`src/rtl/pr_uart_tx_pkg.sv`:
```
// Shared definitions for the pr_uart_tx transmit peripheral: register map,
// STATUS/CTRL bit positions, FSM encoding and 8N1 frame geometry.
package pr_uart_tx_pkg;

  localparam logic [1:0] ADDR_DATA    = 2'd0;
  localparam logic [1:0] ADDR_STATUS  = 2'd1;
  localparam logic [1:0] ADDR_DIVISOR = 2'd2;
  localparam logic [1:0] ADDR_CTRL    = 2'd3;

  localparam int ST_BUSY    = 0;
  localparam int ST_FULL    = 1;
  localparam int ST_EMPTY   = 2;
  localparam int ST_OVF     = 3;
  localparam int ST_CNT_LSB = 4;

  localparam int CTRL_TX_EN  = 0;
  localparam int CTRL_IRQ_EN = 1;

  localparam int DATA_BITS  = 8;
  localparam int FRAME_BITS = 10;

  typedef enum logic [1:0] {
    S_IDLE  = 2'd0,
    S_START = 2'd1,
    S_DATA  = 2'd2,
    S_STOP  = 2'd3
  } tx_state_e;

  // A zero divisor would never terminate a bit time, so it is promoted to 1.
  function automatic logic [15:0] sanitize_div(input logic [15:0] d);
    return (d == 16'd0) ? 16'd1 : d;
  endfunction

endpackage

```
`src/rtl/tx_fifo.sv`:
```
// Synchronous FIFO for the transmit path; pointers carry an extra MSB so
// full and empty are distinguished without a separate flag.
module tx_fifo #(
  parameter int DEPTH  = 8,
  parameter int DATA_W = 8,
  parameter int CNT_W  = 4
) (
  input  logic              clk,
  input  logic              rst_n,
  input  logic              push_i,
  input  logic              pop_i,
  input  logic [DATA_W-1:0] data_i,
  output logic [DATA_W-1:0] data_o,
  output logic              full_o,
  output logic              empty_o,
  output logic [CNT_W-1:0]  count_o
);

  localparam int AW = $clog2(DEPTH);

  logic [AW:0]       wr_q, wr_d;
  logic [AW:0]       rd_q, rd_d;
  logic [DATA_W-1:0] mem_q [DEPTH];
  logic              do_push;
  logic              do_pop;

  assign empty_o = (wr_q == rd_q);
  assign full_o  = ((wr_q ^ rd_q) == {1'b1, {AW{1'b0}}});
  assign count_o = CNT_W'(wr_q - rd_q);
  assign data_o  = mem_q[rd_q[AW-1:0]];

  // A pop on the same edge frees a slot, so a push into a full FIFO still lands.
  assign do_pop  = pop_i && !empty_o;
  assign do_push = push_i && (!full_o || do_pop);

  always_comb begin
    wr_d = wr_q;
    rd_d = rd_q;
    if (do_push) wr_d = wr_q + {{AW{1'b0}}, 1'b1};
    if (do_pop)  rd_d = rd_q + {{AW{1'b0}}, 1'b1};
  end

  always_ff @(posedge clk or negedge rst_n) begin
    if (!rst_n) begin
      wr_q <= '0;
      rd_q <= '0;
    end else begin
      wr_q <= wr_d;
      rd_q <= rd_d;
    end
  end

  always_ff @(posedge clk) begin
    if (do_push) mem_q[wr_q[AW-1:0]] <= data_i;
  end

endmodule

```
`src/rtl/pr_uart_tx.sv`:
```
// Bus-attached 8N1 UART transmitter: register file, transmit FIFO, baud-timed
// shifter and a level interrupt raised when the FIFO drains and the line idles.
module pr_uart_tx
  import pr_uart_tx_pkg::*;
#(
  parameter int          FIFO_DEPTH  = 8,
  parameter int          CNT_W       = 4,
  parameter logic [15:0] DEFAULT_DIV = 16'd434
) (
  input  logic        clk,
  input  logic        sys_rstn,
  input  logic [1:0]  Addr,
  input  logic        WE,
  input  logic [31:0] Din,
  output logic [31:0] Dout,
  output logic        TxD,
  output logic        IRQ
);

  logic [1:0]       ctrl_q, ctrl_d;
  logic [15:0]      div_q, div_d;
  logic             ovf_q, ovf_d;
  tx_state_e        state_q, state_d;
  logic [15:0]      baud_q, baud_d;
  logic [2:0]       bitcnt_q, bitcnt_d;
  logic             txd_q, txd_d;
  logic             irq_q, irq_d;
  logic [7:0]       shift_q, shift_d;
  logic [15:0]      bit_div_q, bit_div_d;

  logic             wr_data, wr_status, wr_div, wr_ctrl;
  logic             pop;
  logic             fifo_full, fifo_empty;
  logic [7:0]       fifo_head;
  logic [CNT_W-1:0] fifo_count;
  logic             tx_en, irq_en, busy;
  logic             baud_end, start_ok;
  logic [31:0]      status;
  logic             unused_din;

  assign wr_data   = WE && (Addr == ADDR_DATA);
  assign wr_status = WE && (Addr == ADDR_STATUS);
  assign wr_div    = WE && (Addr == ADDR_DIVISOR);
  assign wr_ctrl   = WE && (Addr == ADDR_CTRL);

  assign tx_en      = ctrl_q[CTRL_TX_EN];
  assign irq_en     = ctrl_q[CTRL_IRQ_EN];
  assign busy       = (state_q != S_IDLE);
  assign unused_din = ^Din[31:16];

  tx_fifo #(
    .DEPTH  (FIFO_DEPTH),
    .DATA_W (8),
    .CNT_W  (CNT_W)
  ) u_fifo (
    .clk     (clk),
    .rst_n   (sys_rstn),
    .push_i  (wr_data),
    .pop_i   (pop),
    .data_i  (Din[7:0]),
    .data_o  (fifo_head),
    .full_o  (fifo_full),
    .empty_o (fifo_empty),
    .count_o (fifo_count)
  );

  always_comb begin
    div_d  = div_q;
    ctrl_d = ctrl_q;
    ovf_d  = ovf_q;
    if (wr_div)                        div_d  = sanitize_div(Din[15:0]);
    if (wr_ctrl)                       ctrl_d = Din[1:0];
    if (wr_status && Din[ST_OVF])      ovf_d  = 1'b0;
    if (wr_data && fifo_full && !pop)  ovf_d  = 1'b1;
  end

  always_comb begin
    state_d   = state_q;
    baud_d    = baud_q;
    bitcnt_d  = bitcnt_q;
    shift_d   = shift_q;
    bit_div_d = bit_div_q;
    pop       = 1'b0;
    baud_end  = (baud_q == (bit_div_q - 16'd1));
    start_ok  = tx_en && !fifo_empty;

    case (state_q)
      S_IDLE: begin
        if (start_ok) begin
          pop       = 1'b1;
          shift_d   = fifo_head;
          bit_div_d = div_q;
          bitcnt_d  = 3'd0;
          baud_d    = 16'd0;
          state_d   = S_START;
        end
      end
      S_START: begin
        if (baud_end) begin
          baud_d  = 16'd0;
          state_d = S_DATA;
        end else begin
          baud_d = baud_q + 16'd1;
        end
      end
      S_DATA: begin
        if (baud_end) begin
          baud_d = 16'd0;
          if (bitcnt_q == 3'(DATA_BITS - 1)) begin
            state_d = S_STOP;
          end else begin
            bitcnt_d = bitcnt_q + 3'd1;
            shift_d  = {1'b0, shift_q[7:1]};
          end
        end else begin
          baud_d = baud_q + 16'd1;
        end
      end
      S_STOP: begin
        if (baud_end) begin
          // Chain straight into the next start bit when more data is queued.
          if (start_ok) begin
            pop       = 1'b1;
            shift_d   = fifo_head;
            bit_div_d = div_q;
            bitcnt_d  = 3'd0;
            baud_d    = 16'd0;
            state_d   = S_START;
          end else begin
            state_d = S_IDLE;
          end
        end else begin
          baud_d = baud_q + 16'd1;
        end
      end
      default: state_d = S_IDLE;
    endcase

    txd_d = (state_d == S_DATA) ? shift_d[0] : (state_d != S_START);
    irq_d = irq_en && fifo_empty && !busy;
  end

  always_ff @(posedge clk or negedge sys_rstn) begin
    if (!sys_rstn) begin
      ctrl_q   <= 2'b00;
      div_q    <= DEFAULT_DIV;
      ovf_q    <= 1'b0;
      state_q  <= S_IDLE;
      baud_q   <= 16'd0;
      bitcnt_q <= 3'd0;
      txd_q    <= 1'b1;
      irq_q    <= 1'b0;
    end else begin
      ctrl_q   <= ctrl_d;
      div_q    <= div_d;
      ovf_q    <= ovf_d;
      state_q  <= state_d;
      baud_q   <= baud_d;
      bitcnt_q <= bitcnt_d;
      txd_q    <= txd_d;
      irq_q    <= irq_d;
    end
  end

  // Frame datapath is only observed outside IDLE, so it carries no reset.
  always_ff @(posedge clk) begin
    shift_q   <= shift_d;
    bit_div_q <= bit_div_d;
  end

  always_comb begin
    status                           = 32'd0;
    status[ST_BUSY]                  = busy;
    status[ST_FULL]                  = fifo_full;
    status[ST_EMPTY]                 = fifo_empty;
    status[ST_OVF]                   = ovf_q;
    status[ST_CNT_LSB +: CNT_W]      = fifo_count;
    case (Addr)
      ADDR_DATA:    Dout = 32'd0;
      ADDR_STATUS:  Dout = status;
      ADDR_DIVISOR: Dout = {16'd0, div_q};
      ADDR_CTRL:    Dout = {30'd0, ctrl_q};
      default:      Dout = 32'd0;
    endcase
  end

  assign TxD = txd_q;
  assign IRQ = irq_q;

endmodule

```
`config.mk`:
```
export PLATFORM = sky130hd
export DESIGN_NAME = pr_uart_tx
export DESIGN_NICKNAME = d
export VERILOG_FILES = /design/src/rtl/pr_uart_tx_pkg.sv /design/src/rtl/tx_fifo.sv /design/src/rtl/pr_uart_tx.sv
export SDC_FILE = /design/constraint.sdc
export NUM_CORES = 1
export LEC_CHECK = 0
export BUFFER_PORTS_ARGS = -buffer_cell sky130_fd_sc_hd__buf_2
export CAP_MARGIN = 20
export CORE_MARGIN = 4
export CORE_UTILIZATION = 50
export CTS_CLUSTER_DIAMETER = 40
export DETAILED_ROUTE_END_ITERATION = 12
export PLACE_DENSITY_LB_ADDON = 0.12
export SLEW_MARGIN = 0
export SYNTH_ARGS = -nofsm -noshare
export SYNTH_HDL_FRONTEND = slang
export SYNTH_HIERARCHICAL = 1
export SYNTH_SLANG_ARGS = --single-unit
export TNS_END_PERCENT = 10
```
`constraint.sdc`:
```
create_clock -name clk -period 3.96 [get_ports clk]
set_input_delay 0.792 -clock clk [delete_from_list [all_inputs] [get_ports clk]]
set_output_delay 0.792 -clock clk [all_outputs]
set_load 0.05 [all_outputs]
```
==> run_results.csv <==
group,metric,value,unit
run_status,status,"completed",
floorplanning,core_region_area,13900,sq um
flow_run,maxCapViolations,0,
critical_path,cp-end-kind,"flop",
global_routing,use_met1,0.278,
detailed_routing,dr.pass1.iters,5,
critical_path,cp.required,4.08,ns
global_routing,grt_max_degree,40,
detailed_routing,drt-total-wl,14900,um
cells_and_area,num_antenna_cells,0,
place,placedCellCount,773,
power_and_ir_drop,p_leak,0.00313,uW
floorplanning,initial_core_util,0.509,
synthesis,synthArstFlopShare,0.362,
global_routing,grt_pass1_vias,4439,
clock_network,cts_tree,"yes",
place,place.gp.congestion,0.810,
sta,slew-limit-headroom,0.367,
synthesis,synth_cells,562,
synthesis,synth_warnings,6,
critical_path,worstPathMaxFanout,8,
detailed_routing,drtAntennaViolNets,0,
synthesis,synth_cell_types,78,
global_routing,antenna_found_initial,0,
power_and_ir_drop,ir_worst_vdd,0.455,mV
sta,setup_violations,0,
synthesis,ys_top_cells_by_area,"edfxtp_1 37%, dfrtp_1 16%, mux4_2 5.1%",
detailed_routing,drcViolationCount,0,
cells_and_area,drive_above_1_share,0.225,
critical_path,crit_type,"flop to flop",
clock_network,post-cts-setup-buffer-count,0,
clock_network,numCtsBuffers,17,
floorplanning,die_y,127,um
critical_path,r2r_setup_slack,0.47,ns
sta,tightest_slew,0.949,ns
global_routing,grt_pass1_wl,23800,um
detailed_routing,wl_per_cell,18.5,um
synthesis,ys_seq_area_frac,0.550,
clock_network,clock_latency,0.42,ns
critical_path,cp-endpoint,"u_fifo/mem_q[4][2]",
critical_path,worstPathArrival,3.61,ns
sta,fin_crit_sh,0.882,
clock_network,clkSinkCount,138,
sta,finalHoldViolations,0,
floorplanning,die_w,127,um
place,dpl.hpwl,10500,um
cells_and_area,syn_to_final_growth,13.1,%
clock_network,cts_buffer_depth,2,
sta,rsz0062_at_grt,"no",
clock_network,cts.htree.levels,4,
sta,clock_skew,0.00755,ns
cells_and_area,final_nets,663,
critical_path,cp-startpoint,"bit_div_q[3]",
sta,max_freq,286,MHz
critical_path,r2r_cells,10,
clock_network,root_buffer,"clkbuf_16",
synthesis,syn_area_per_cell,12.6,sq um
global_routing,grt_util_all_layers,0.191,
detailed_routing,vias,4613,
sta,fin_setup_tns,0,ns
global_routing,grt_use_met2,0.286,
floorplanning,io_pins,71,
cells_and_area,final_cells,803,
floorplanning,rows,43,
sta,period_needed,3.49,ns
synthesis,syn_area,7070,sq um
sta,maxSlewViolCount,0,
critical_path,path_cells,"nor4_2 > and3_1 > nand2_1 > a2111oi_2 > a41oi_1 > nor3_1 > buf_4 > nor3_1 > nor4_1 > buf_4",
critical_path,r2r-end,"u_fifo/mem_q[4][2]",
detailed_routing,via_per_inst,5.74,
floorplanning,dieArea,16100,sq um
clock_network,clk_pin_slew,0.06,ns
synthesis,synthFlopType,"edfxtp_1",
global_routing,grt_busiest_layer,"met2",
place,port_buffers,38,
synthesis,synth-edff-count,87,
critical_path,critPathLaunchType,"flop",
hold_path,hold_class,"flop to flop",
sta,worst_slack,0.468,ns
clock_network,holdBufCountCts,0,
place,place_ws,0.501,ns
critical_path,worst_path_max_delay_cell,"nor4_2",
detailed_routing,drt_iter0_markers,339,
power_and_ir_drop,pwr_density_cell,659,nW/um^2
global_routing,overflow,0,
global_routing,use_met3,0.0413,
clock_network,cts_resized,0,
critical_path,reg2reg_from,"bit_div_q[3]",
synthesis,ys_ff_latch,138,
critical_path,crit_path_max_incr_delay,0.55,ns
synthesis,synth_top_area_cell,"edfxtp_1",
synthesis,synth_top_area_share,0.370,
-- registers in the layout, indices dropped and copies added, names as in the netlist --
signal,flops
shift_q,8
TxD,1
bitcnt_q,3
state_q,2
u_fifo/rd_q,4
div_q,16
ovf_q,1
baud_q,16
bit_div_q,16
IRQ,1
u_fifo/mem_q,64
ctrl_q,2
u_fifo/wr_q,4
-- through the flow --
stage	area, sq um	util	power [uW]	hold slack (ns)
after floorplan	7130	-	3390	0.433
after global placement	7440	0.536	3750	0.471
after detailed placement	7440	0.536	3800	0.473
after CTS	8000	0.576	5310	0.491
after global routing	8000	0.576	5550	0.503
final	8000	0.576	5270	0.491
-- placed cells by master, fill, tap and decap left out, types with 17 or more instances in the layout --
cell type  count
buf_4         20
xnor2_1       19
dfrtp_1       44
nor2_1        27
nand2_1       55
edfxtp_1      87
buf_2         38
a22o_1        22
clkbuf_16     17
mux2i_1       19
-- critical path: cells and delay by family (launching register included) --
| family | cells | cell delay [ns] |
|---|---|---|
| compound gates | 2 | 0.78 |
| simple gates | 6 | 1.46 |
| buf+inv | 2 | 0.44 |
| flops | 1 | 0.50 |
-- cells by family after synthesis --
| family | synth area share |
|---|---|
| xor+xnor | 0.0382 |
| simple gates | 0.136 |
| buf+inv | 0.0450 |
| flops | 0.550 |
| mux | 0.0943 |
| compound gates | 0.109 |
| fa+ha+maj | 0.0258 |
| other cells | 0.000530 |
-- worst min-delay path by stage --
| stage | startpoint | endpoint | slack (ns) | depth (start not counted) |
|---|---|---|---|---|
| detailed placement | div_q[0] | bit_div_q[0] | 0.47 | 0 |
| CTS | div_q[11] | bit_div_q[11] | 0.49 | 0 |
| floorplan | div_q[10] | bit_div_q[10] | 0.43 | 0 |
| finish | div_q[0] | bit_div_q[0] | 0.49 | 0 |
| global route | div_q[11] | bit_div_q[11] | 0.50 | 0 |
| global placement | div_q[0] | bit_div_q[0] | 0.47 | 0 |
-- final cells by class --
class	instances	area, sq um
fill	1162	5880
sequential	138	3890
multi-input combinational	380	2920
clock buffer	18	429
timing repair buffer	58	340
tap	180	225
clock inverter	12	128
inverter	17	63.8
-- report_power, final --
| part | internal [uW] | leakage, uW | switching (uW) |
|---|---|---|---|
| logic | 733 | 0.00142 | 1040 |
| registers | 1780 | 0.00144 | 216 |
| clock network | 915 | 0.000265 | 582 |
-- layer usage --
layer,up-vias,share of wire
met4,0,0.012
met5,-,0
met1,2315,0.49
met3,16,0.038
li1,2186,-
met2,96,0.46
-- synth_stat cells, drive strengths merged (4+ instances only) --
cell type	number
clkbuf	15
nor2b	5
and3	13
nand2	56
or4	4
mux2i	19
nor3	14
nand2b	4
ha	13
buf	27
a31oi	5
nor4	11
inv	17
nand3	14
dfrtp	44
and2	12
dfstp	6
a2bb2oi	6
edfxtp	87
mux2	10
xnor2	20
o21ai	16
a22o	22
nor2	27
xor2	10
a21oi	8
mux4	16
o22a	10
Power figures use the tool's default switching activity.
